<file path="config.mk">
export PLATFORM = sky130hd
export DESIGN_NAME = psram_qpi_responder_flat
export DESIGN_NICKNAME = d
export VERILOG_FILES = /design/src/rtl/psram_qpi_responder_if.sv /design/src/rtl/psram_qpi_responder.sv /design/src/flat_wrapper.sv
export SDC_FILE = /design/constraint.sdc
export NUM_CORES = 2
export LEC_CHECK = 0
export ABC_AREA = 1
export CORE_MARGIN = 2
export CORE_UTILIZATION = 42
export CTS_CLUSTER_SIZE = 30
export DETAILED_ROUTE_END_ITERATION = 16
export PLACE_DENSITY = 0.66
export SYNTH_ARGS = -nofsm -noshare
export SYNTH_HDL_FRONTEND = slang
export SYNTH_SLANG_ARGS = --single-unit
</file>
<file path="constraint.sdc">
create_clock -name mem_clk -period 4.9 [get_ports mem_clk]
set_clock_uncertainty 0.2 [all_clocks]
set_input_delay 0.98 -clock mem_clk [delete_from_list [all_inputs] [get_ports mem_clk]]
set_output_delay 0.98 -clock mem_clk [all_outputs]
set_load 0.05 [all_outputs]
</file>
<file path="src/rtl/psram_qpi_responder_if.sv">
// rtl/psram_qpi_responder_if.sv - QPI PSRAM link bundle between initiator and responder
// The inout pad is split into sampled input, registered drive value and output enable.
interface psram_qpi_responder_if;
  logic       mem_ce;
  logic [3:0] mem_sio;
  logic [3:0] sio_drive;
  logic       sio_oe;

  modport master (output mem_ce, mem_sio, input sio_drive, sio_oe);
  modport slave  (input mem_ce, mem_sio, output sio_drive, sio_oe);
endinterface

</file>
<file path="src/rtl/psram_qpi_responder.sv">
// rtl/psram_qpi_responder.sv - QPI PSRAM device-side responder with internal byte array
// Optional PSRAM_QPI_EXIT_EN: QPI opcode 0xF5 leaves QPI mode when mem_ce rises.
module psram_qpi_responder #(
  parameter int ADDR_W      = 8,
  parameter int WAIT_CYCLES = 6
) (
  input  logic                      mem_clk,
  input  logic                      rst,
  psram_qpi_responder_if.slave      bus,
  output logic                      qpi_mode,
  output logic                      busy,
  output logic                      cmd_err,
  output logic [7:0]                last_cmd
);

  typedef enum logic [2:0] {
    IDLE, SPI_CMD, QPI_CMD, ADDR, WR_DATA, RD_WAIT, RD_DATA, IGNORE
  } state_t;

  state_t            state;
  logic [7:0]        cnt;
  logic [6:0]        sh;
  logic [ADDR_W-1:0] ptr;
  logic              phase;
  logic              wr_op;
  logic              rst_en;
  logic              armed;
  logic              qpi_set_pend;
  logic              qpi_clr_pend;
  logic [7:0]        mem [0:(2**ADDR_W)-1];

  logic [3:0] nib;
  logic [7:0] rx_byte;
  logic       byte_done;
  logic       is_access;

  always_comb begin
    nib       = bus.mem_sio;
    rx_byte   = qpi_mode ? {sh[3:0], nib} : {sh[6:0], nib[0]};
    byte_done = (state == QPI_CMD) || (state == SPI_CMD && cnt == 8'd7);
    is_access = qpi_mode && (rx_byte == 8'hEB || rx_byte == 8'h38);
  end

  always_ff @(posedge mem_clk) begin
    if (rst) begin
      state         <= IDLE;
      cnt           <= 8'd0;
      sh            <= 7'd0;
      ptr           <= '0;
      phase         <= 1'b0;
      wr_op         <= 1'b0;
      rst_en        <= 1'b0;
      armed         <= 1'b0;
      qpi_set_pend  <= 1'b0;
      qpi_clr_pend  <= 1'b0;
      qpi_mode      <= 1'b0;
      busy          <= 1'b0;
      cmd_err       <= 1'b0;
      last_cmd      <= 8'h00;
      bus.sio_drive <= 4'h0;
      bus.sio_oe    <= 1'b0;
    end else if (bus.mem_ce) begin
      // Mode changes land on the frame boundary so the current frame decodes consistently.
      state        <= IDLE;
      bus.sio_oe   <= 1'b0;
      busy         <= 1'b0;
      armed        <= 1'b1;
      qpi_set_pend <= 1'b0;
      qpi_clr_pend <= 1'b0;
      if (qpi_set_pend) qpi_mode <= 1'b1;
      if (qpi_clr_pend) qpi_mode <= 1'b0;
    end else if (byte_done) begin
      last_cmd <= rx_byte;
      rst_en   <= (rx_byte == 8'h66);
      wr_op    <= (rx_byte == 8'h38);
      cnt      <= 8'd0;
      state    <= is_access ? ADDR : IGNORE;
      case (rx_byte)
        8'h66: ;
        8'h99: begin
          if (rst_en) begin
            cmd_err      <= 1'b0;
            qpi_clr_pend <= 1'b1;
          end else begin
            cmd_err <= 1'b1;
          end
        end
        8'h35: qpi_set_pend <= 1'b1;
        8'hEB, 8'h38: if (!qpi_mode) cmd_err <= 1'b1;
`ifdef PSRAM_QPI_EXIT_EN
        8'hF5: if (qpi_mode) qpi_clr_pend <= 1'b1; else cmd_err <= 1'b1;
`endif
        default: cmd_err <= 1'b1;
      endcase
    end else begin
      case (state)
        IDLE: begin
          if (armed) begin
            busy  <= 1'b1;
            cnt   <= 8'd1;
            sh    <= qpi_mode ? {3'b000, nib} : {6'd0, nib[0]};
            state <= qpi_mode ? QPI_CMD : SPI_CMD;
          end
        end
        SPI_CMD: begin
          sh  <= {sh[5:0], nib[0]};
          cnt <= cnt + 8'd1;
        end
        ADDR: begin
          // Shifting all six nibbles through the pointer keeps only A[ADDR_W-1:0].
          ptr <= ADDR_W'({ptr, nib});
          cnt <= cnt + 8'd1;
          if (cnt == 8'd5) begin
            phase <= 1'b0;
            if (wr_op)                 state <= WR_DATA;
            else if (WAIT_CYCLES == 0) state <= RD_DATA;
            else begin
              state <= RD_WAIT;
              cnt   <= 8'(WAIT_CYCLES);
            end
          end
        end
        WR_DATA: begin
          phase <= ~phase;
          if (!phase) begin
            sh[3:0] <= nib;
          end else begin
            mem[ptr] <= {sh[3:0], nib};
            ptr      <= ptr + 1'b1;
          end
        end
        RD_WAIT: begin
          if (cnt == 8'd1) state <= RD_DATA;
          else             cnt   <= cnt - 8'd1;
        end
        RD_DATA: begin
          bus.sio_oe <= 1'b1;
          phase      <= ~phase;
          if (!phase) begin
            bus.sio_drive <= mem[ptr][7:4];
          end else begin
            bus.sio_drive <= mem[ptr][3:0];
            ptr           <= ptr + 1'b1;
          end
        end
        default: ;
      endcase
    end
  end

endmodule
</file>
<file path="src/flat_wrapper.sv">
// flat-port wrapper written by rule: the top's interface ports become plain ports
module psram_qpi_responder_flat 
#(
  parameter int ADDR_W      = 8,
  parameter int WAIT_CYCLES = 6
)
  (mem_clk, rst, qpi_mode, busy, cmd_err, last_cmd, bus_mem_ce, bus_mem_sio, bus_sio_drive, bus_sio_oe);
  psram_qpi_responder_if bus_i ();
  input  logic mem_clk;
  input  logic rst;
  output logic qpi_mode;
  output logic busy;
  output logic cmd_err;
  output logic [7:0] last_cmd;
  input wire logic [$bits(bus_i.mem_ce)-1:0] bus_mem_ce;
  input wire logic [$bits(bus_i.mem_sio)-1:0] bus_mem_sio;
  output wire logic [$bits(bus_i.sio_drive)-1:0] bus_sio_drive;
  output wire logic [$bits(bus_i.sio_oe)-1:0] bus_sio_oe;
  assign bus_i.mem_ce = bus_mem_ce;
  assign bus_i.mem_sio = bus_mem_sio;
  assign bus_sio_drive = bus_i.sio_drive;
  assign bus_sio_oe = bus_i.sio_oe;
  psram_qpi_responder #(.ADDR_W(ADDR_W), .WAIT_CYCLES(WAIT_CYCLES)) u_core (.mem_clk(mem_clk), .rst(rst), .bus(bus_i), .qpi_mode(qpi_mode), .busy(busy), .cmd_err(cmd_err), .last_cmd(last_cmd));
endmodule
</file>
# Word-level counts from Yosys, hierarchy flattened
# Memories as Yosys holds them, arrays and structs flattened. A register that Yosys moved wholly into a read port is not among the register bits.
# Cells that the tools add are included.
classes:
  addsub: 3
  n_eq_ne: 23
  n_mux: 38
  n_bitwise: 4
  n_reduce_logical: 29
ops:
  columns: ["op", "count"]
  rows:
  - ["2-to-1 mux 8 bit", 9]
  - ["one-hot mux 8 bit (4 select lines)", 1]
  - ["AND reduction 4 bit", 6]
  - ["adder 8 x 1 -> 8 bit (second input constant)", 2]
  - ["== test 8 x 3 -> 1 bit (second input constant)", 2]
  - ["== test 8 x 6 -> 1 bit (second input constant)", 2]
  - ["== test 8 bit (second input constant)", 2]
  - ["one-hot mux 8 bit (2 select lines)", 1]
  - ["2-to-1 mux 3 bit", 5]
  - ["2-to-1 mux 1 bit", 12]
  - ["2-to-1 mux 4 bit", 3]
  - ["one-hot mux 4 bit (3 select lines)", 1]
  - ["== test 3 bit (second input constant)", 3]
  - ["!= test 3 x 1 -> 1 bit (second input constant)", 3]
  - ["one-hot mux 3 bit (3 select lines)", 1]
  - ["AND reduction 3 bit", 3]
  - ["== test 8 x 1 -> 1 bit (second input constant)", 1]
  - ["== test 8 x 7 -> 1 bit (second input constant)", 1]
  - ["AND reduction 2 bit", 4]
  - ["OR reduction 2 bit", 4]
  - ["subtractor 8 x 1 -> 8 bit (second input constant)", 1]
  - ["2-to-1 mux 7 bit", 1]
  - ["== test 3 x 2 -> 1 bit (second input constant)", 2]
  - ["!= test 2 x 1 -> 1 bit (second input constant)", 3]
  - ["16 further kinds", 24]
word_totals:
  register_bits: 48
  mem_bits_rw: 2048
  in_bits: 7
  output_inout_bits: 16
  word_cells: 115
  memories: 1
mem_list:
  columns: ["memory", "depth", "width", "read_ports", "rd_clocked_by_memory_dff", "wr", "line", "rtl"]
  rows:
  - ["u_core.mem", 256, 8, 1, 1, 1, "psram_qpi_responder.sv:30", "logic [7:0] mem [0:(2**ADDR_W)-1];"]

# Longest topological paths before layout
logic_depth:
  ltp_word: 7
  depth_mapped: 17
  depth_no_buf: 13

# Worst setup path before layout
# No wires, ideal clock.
synth_timing:
  path_kind: "reg-to-reg"
  start: "register u_core.sh[3]"
  end: "register u_core.cmd_err"
  setup_ps: 114
  arrival_time_ps: 4975
  required_time_ps: 4586
  path_slack_ps: -389
  path_stages_with_launch: 11
  path_buffers: 0
  period_less_slack_ps: 5289
  path_cell_list: "dfxtp_1 -> o21ai_0 -> inv_1 -> nand2_1 -> nor3_1 -> nand4_1 -> nand2_1 -> nand2_1 -> nor3b_2 -> nor2_1 -> nor2_1"
synth_via:
  elab_chain_len: 5
  elab_cells_between_ends: 12
  cone_classes: "eq/ne (6); mux (2); bitwise (1); reduce/logical (3)"
synth_rtl:
  columns: ["element", "line", "rtl"]
  rows:
  - ["from (decl)", "psram_qpi_responder.sv:22", "logic [6:0] sh;"]
  - ["from (signal assigned)", "psram_qpi_responder.sv:101", "sh <= qpi_mode ? {3'b000, nib} : {6'd0, nib[0]};"]
  - ["from (signal assigned)", "psram_qpi_responder.sv:106", "sh <= {sh[5:0], nib[0]};"]
  - ["from (signal assigned)", "psram_qpi_responder.sv:126", "sh[3:0] <= nib;"]
  - ["2-to-1 mux 8 bit (*)", "psram_qpi_responder.sv:39", "rx_byte = qpi_mode ? {sh[3:0], nib} : {sh[6:0], nib[0]};"]
  - ["== test 8 x 6 -> 1 bit (tied with other cells)", "psram_qpi_responder.sv:78", "case (rx_byte)"]
  - ["OR reduction 2 bit (on tied branches)", null, null]
  - ["!= test 2 bit (no source line) / NOT 1 bit (equally long branches)", null, null]
  - ["AND reduction 4 bit (no source line)", null, null]
  - ["to (signal assigned)", "psram_qpi_responder.sv:82", "cmd_err <= 1'b0;"]
  - ["to (signal assigned)", "psram_qpi_responder.sv:85", "cmd_err <= 1'b1;"]
  - ["to (signal assigned)", "psram_qpi_responder.sv:89", "8'hEB, 8'h38: if (!qpi_mode) cmd_err <= 1'b1;"]
  - ["to (decl)", "psram_qpi_responder.sv:12", "output logic cmd_err,"]
# Every way passes the cells marked *; elsewhere a longest branch is shown, timed or not.
# A chain may end at the register's enable or synchronous reset.

==> out/metrics.yaml <==
pre_cts_ws_ns: 0.416
synth.distinct_cells: 41
grt_pass1_wl_um: 342000
worst_slew_pin_slew_ns: 1.28
hold_path_depth: 1
register_area_um2: 62700
chipWidth_um: 456
syn_area_per_cell_um2: 11.7
yosys_most_used_dff: "edfxtp_1"
drc: 0
grtUsageTotal_pct: 21.7
antenna_left: 0
ctsHoldBuffers: 0
synth_top_area_share_pct: 71.6
hold_path_class: "flip-flop to flip-flop"
pwr_density_cell_nw_per_um2: 384
status: "completed"
setup_viol: 0
path_clk_slew_ns: 0.06
synth_seq_cells: 2104
area_growth_pct: 11.2
holdCritStartpoint: "u_core.qpi_clr_pend$_SDFFE_PP0P_"
post_cts_buffers: 0
finalSetupTns_ns: 0
regToRegEndpoint: "u_core.bus.sio_drive[2]$_SDFFE_PP0P_"
cts.htree.levels: 4
yosysTopAreaCell: "edfxtp_1"
synth_nets: 7355
cap_violations: 0
nets: 7254
cts_resized: 0
io_buffers: 22
cts_num_sinks: 2104
netlist_area_um2: 85900
dpl.cell_count: 9720
antenna_found_initial: 4
worst-setup-path-type: "flip-flop to flip-flop"
cts-root-buf: "clkbuf_16"
numCtsBuffers: 206
slew_viol_final: 0
hold_viol_final: 0
dr.pass1.iters: 9
yosysWarnings: 0
holdPathEnd: "u_core.qpi_mode$_SDFFE_PP0P_"
yosysSeqAreaShare_pct: 72.9
max-clock-path-buffers: 3
synth.most_common_cell: "nand2_1"
design.core.area_um2: 204000
pin_count: 23
required_ns: 5.43
fin_crit_ns: 3.86
multi_input_area_um2: 20600
grt_max_degree: 197
ys_async_sr_fraction_pct: 0
drtIter0Drc: 7452
path_max_fanout: 182
fp-row-count: 166
gp_congestion: 0.932
synth.area.top_cells: "edfxtp_1 72%, nand3_1 12%, nand2_1 9.4%"
grt_pass1_vias: 54700
cp.arrival_ns: 4.39
clock_latency_ns: 0.86
rr_worst_depth: 14
critPathCaptureType: "flip-flop"
slew_headroom_pct: 14.5
tritoncts: "done"
drt-vias-per-instance: 5.67
die_area_um2: 208000
floorplan.initialDensity_pct: 42.1
irDropWorstVdd_uv: 365
layout.cells.non_filler: 10100
dp_hpwl_um: 131000
cp-start-kind: "flip-flop"
fin_ws_ns: 1.04
drive_above_1_share_pct: 7.14
fillers: 18000
synth_commonest_cells: "2151 x nand2_1, 2071 x nand3_1, 2048 x edfxtp_1"
wl_per_cell_um: 22.9
die_h_um: 456
fmax_ghz: 0.259
rsz0062_at_grt: "no"
post-route-period-util_pct: 78.8
synth_edf_count: 2048
routed_wl_um: 232000
overflow: 0
p_leak_nw: 32.6
total_power_mw: 36.7
rrSetupSlack_ns: 1.04
syn_inst: 7341
vias: 57400
-- stage by stage --
stage          utilization [%]  cell area (um^2)  hold WS, ns
3_5_place_dp              43.5             88800        0.236
3_3_place_gp              43.5             88800        0.236
5_1_grt                   46.8             95500        0.279
4_1_cts                   46.8             95500        0.249
6_report                  46.8             95500        0.254
2_1_floorplan                -             85900        0.217
-- worst max path at each step --
stage,from,endpoint,slack [ns],cells past startpoint
5_1_grt,flip-flop,u_core.bus.sio_drive[2]$_SDFFE_PP0P_,0.76,14
3_3_place_gp,bus_mem_ce,u_core.mem[42][5]$_DFFE_PP_,0.47,9
4_1_cts,flip-flop,u_core.bus.sio_drive[2]$_SDFFE_PP0P_,1.19,14
6_report,flip-flop,u_core.bus.sio_drive[2]$_SDFFE_PP0P_,1.04,14
3_5_place_dp,bus_mem_ce,u_core.mem[170][5]$_DFFE_PP_,0.42,8
2_1_floorplan,u_core.sh[1]$_SDFFE_PP0P_,u_core.cmd_err$_SDFFE_PP0P_,1.29,10
-- cells in the final DEF (no fill, tap or decap), types with 36 or more instances in the layout --
| master | count |
|---|---|
| nand3_1 | 2064 |
| clkbuf_16 | 210 |
| clkinv_1 | 49 |
| o21ai_0 | 42 |
| buf_4 | 137 |
| inv_1 | 57 |
| nand2_1 | 2143 |
| edfxtp_1 | 2048 |
| clkbuf_1 | 37 |
| dfxtp_1 | 47 |
| nor2_1 | 285 |
| clkinv_2 | 36 |
-- metal layers --
layer	GRT usage [%]	share of wire, %
met4	8.89	4.1
met1	29.5	40
met3	3.87	9.8
met2	34.7	46
met5	0	0.019
-- final cells by class --
class | instances | share of cell area, %
flip-flops and latches | 2104 | 65.6
multi-input cells | 4670 | 21.6
clock buffers | 253 | 5.71
well taps | 2688 | 3.52
repair buffers | 187 | 1.92
clock inverters | 135 | 1.35
inverters | 71 | 0.314
diodes | 1 | 0.00262
-- critical path: stages, from the launching register on --
cell	delay (ns)
dfxtp_4	0.69
inv_16	0.28
buf_4	0.45
nand2_1	0.12
nand3_1	0.11
nand3_1	0.12
nand3_1	0.16
nand3_1	0.24
nand3_1	0.34
nand3_1	0.19
nand3_1	0.23
nand3_1	0.17
nand3_1	0.11
nand2_1	0.10
inv_1	0.03
-- cells by family after synthesis --
kind of cell	Yosys count	synth area share, %
DFF	2104	72.9
buffers and inverters	567	3.20
and+or+nand+nor	4555	23.1
adders and majority gates	7	0.102
xor gates and xnor gates	4	0.0408
AOI/OAI and AO/OA	104	0.689
-- registers in the layout, indices dropped and copies added, names as in the netlist, named ones only --
| signal | flops |
|---|---|
| u_core.cmd_err | 1 |
| u_core.last_cmd | 8 |
| u_core.bus.sio_oe | 1 |
| u_core.armed | 1 |
| u_core.qpi_mode | 1 |
| u_core.qpi_set_pend | 1 |
| u_core.cnt | 8 |
| u_core.bus.sio_drive | 4 |
| u_core.state | 3 |
| u_core.sh | 7 |
| u_core.phase | 1 |
| u_core.mem | 2048 |
| u_core.qpi_clr_pend | 1 |
| u_core.ptr | 8 |
| u_core.busy | 1 |
| u_core.rst_en | 1 |
| u_core.wr_op | 1 |
-- where the power goes --
part / switching (mW) / leakage (nW) / total (mW) / internal (mW)
Combinational: 0.825 / 10.2 / 0.971 / 0.146
Sequential: 0.0795 / 19.1 / 20.0 / 19.9
Clock: 6.73 / 3.27 / 15.7 / 8.98
Total: 7.63 / 32.6 / 36.7 / 29.0
No activity file was read; power rests on OpenSTA's default activity.
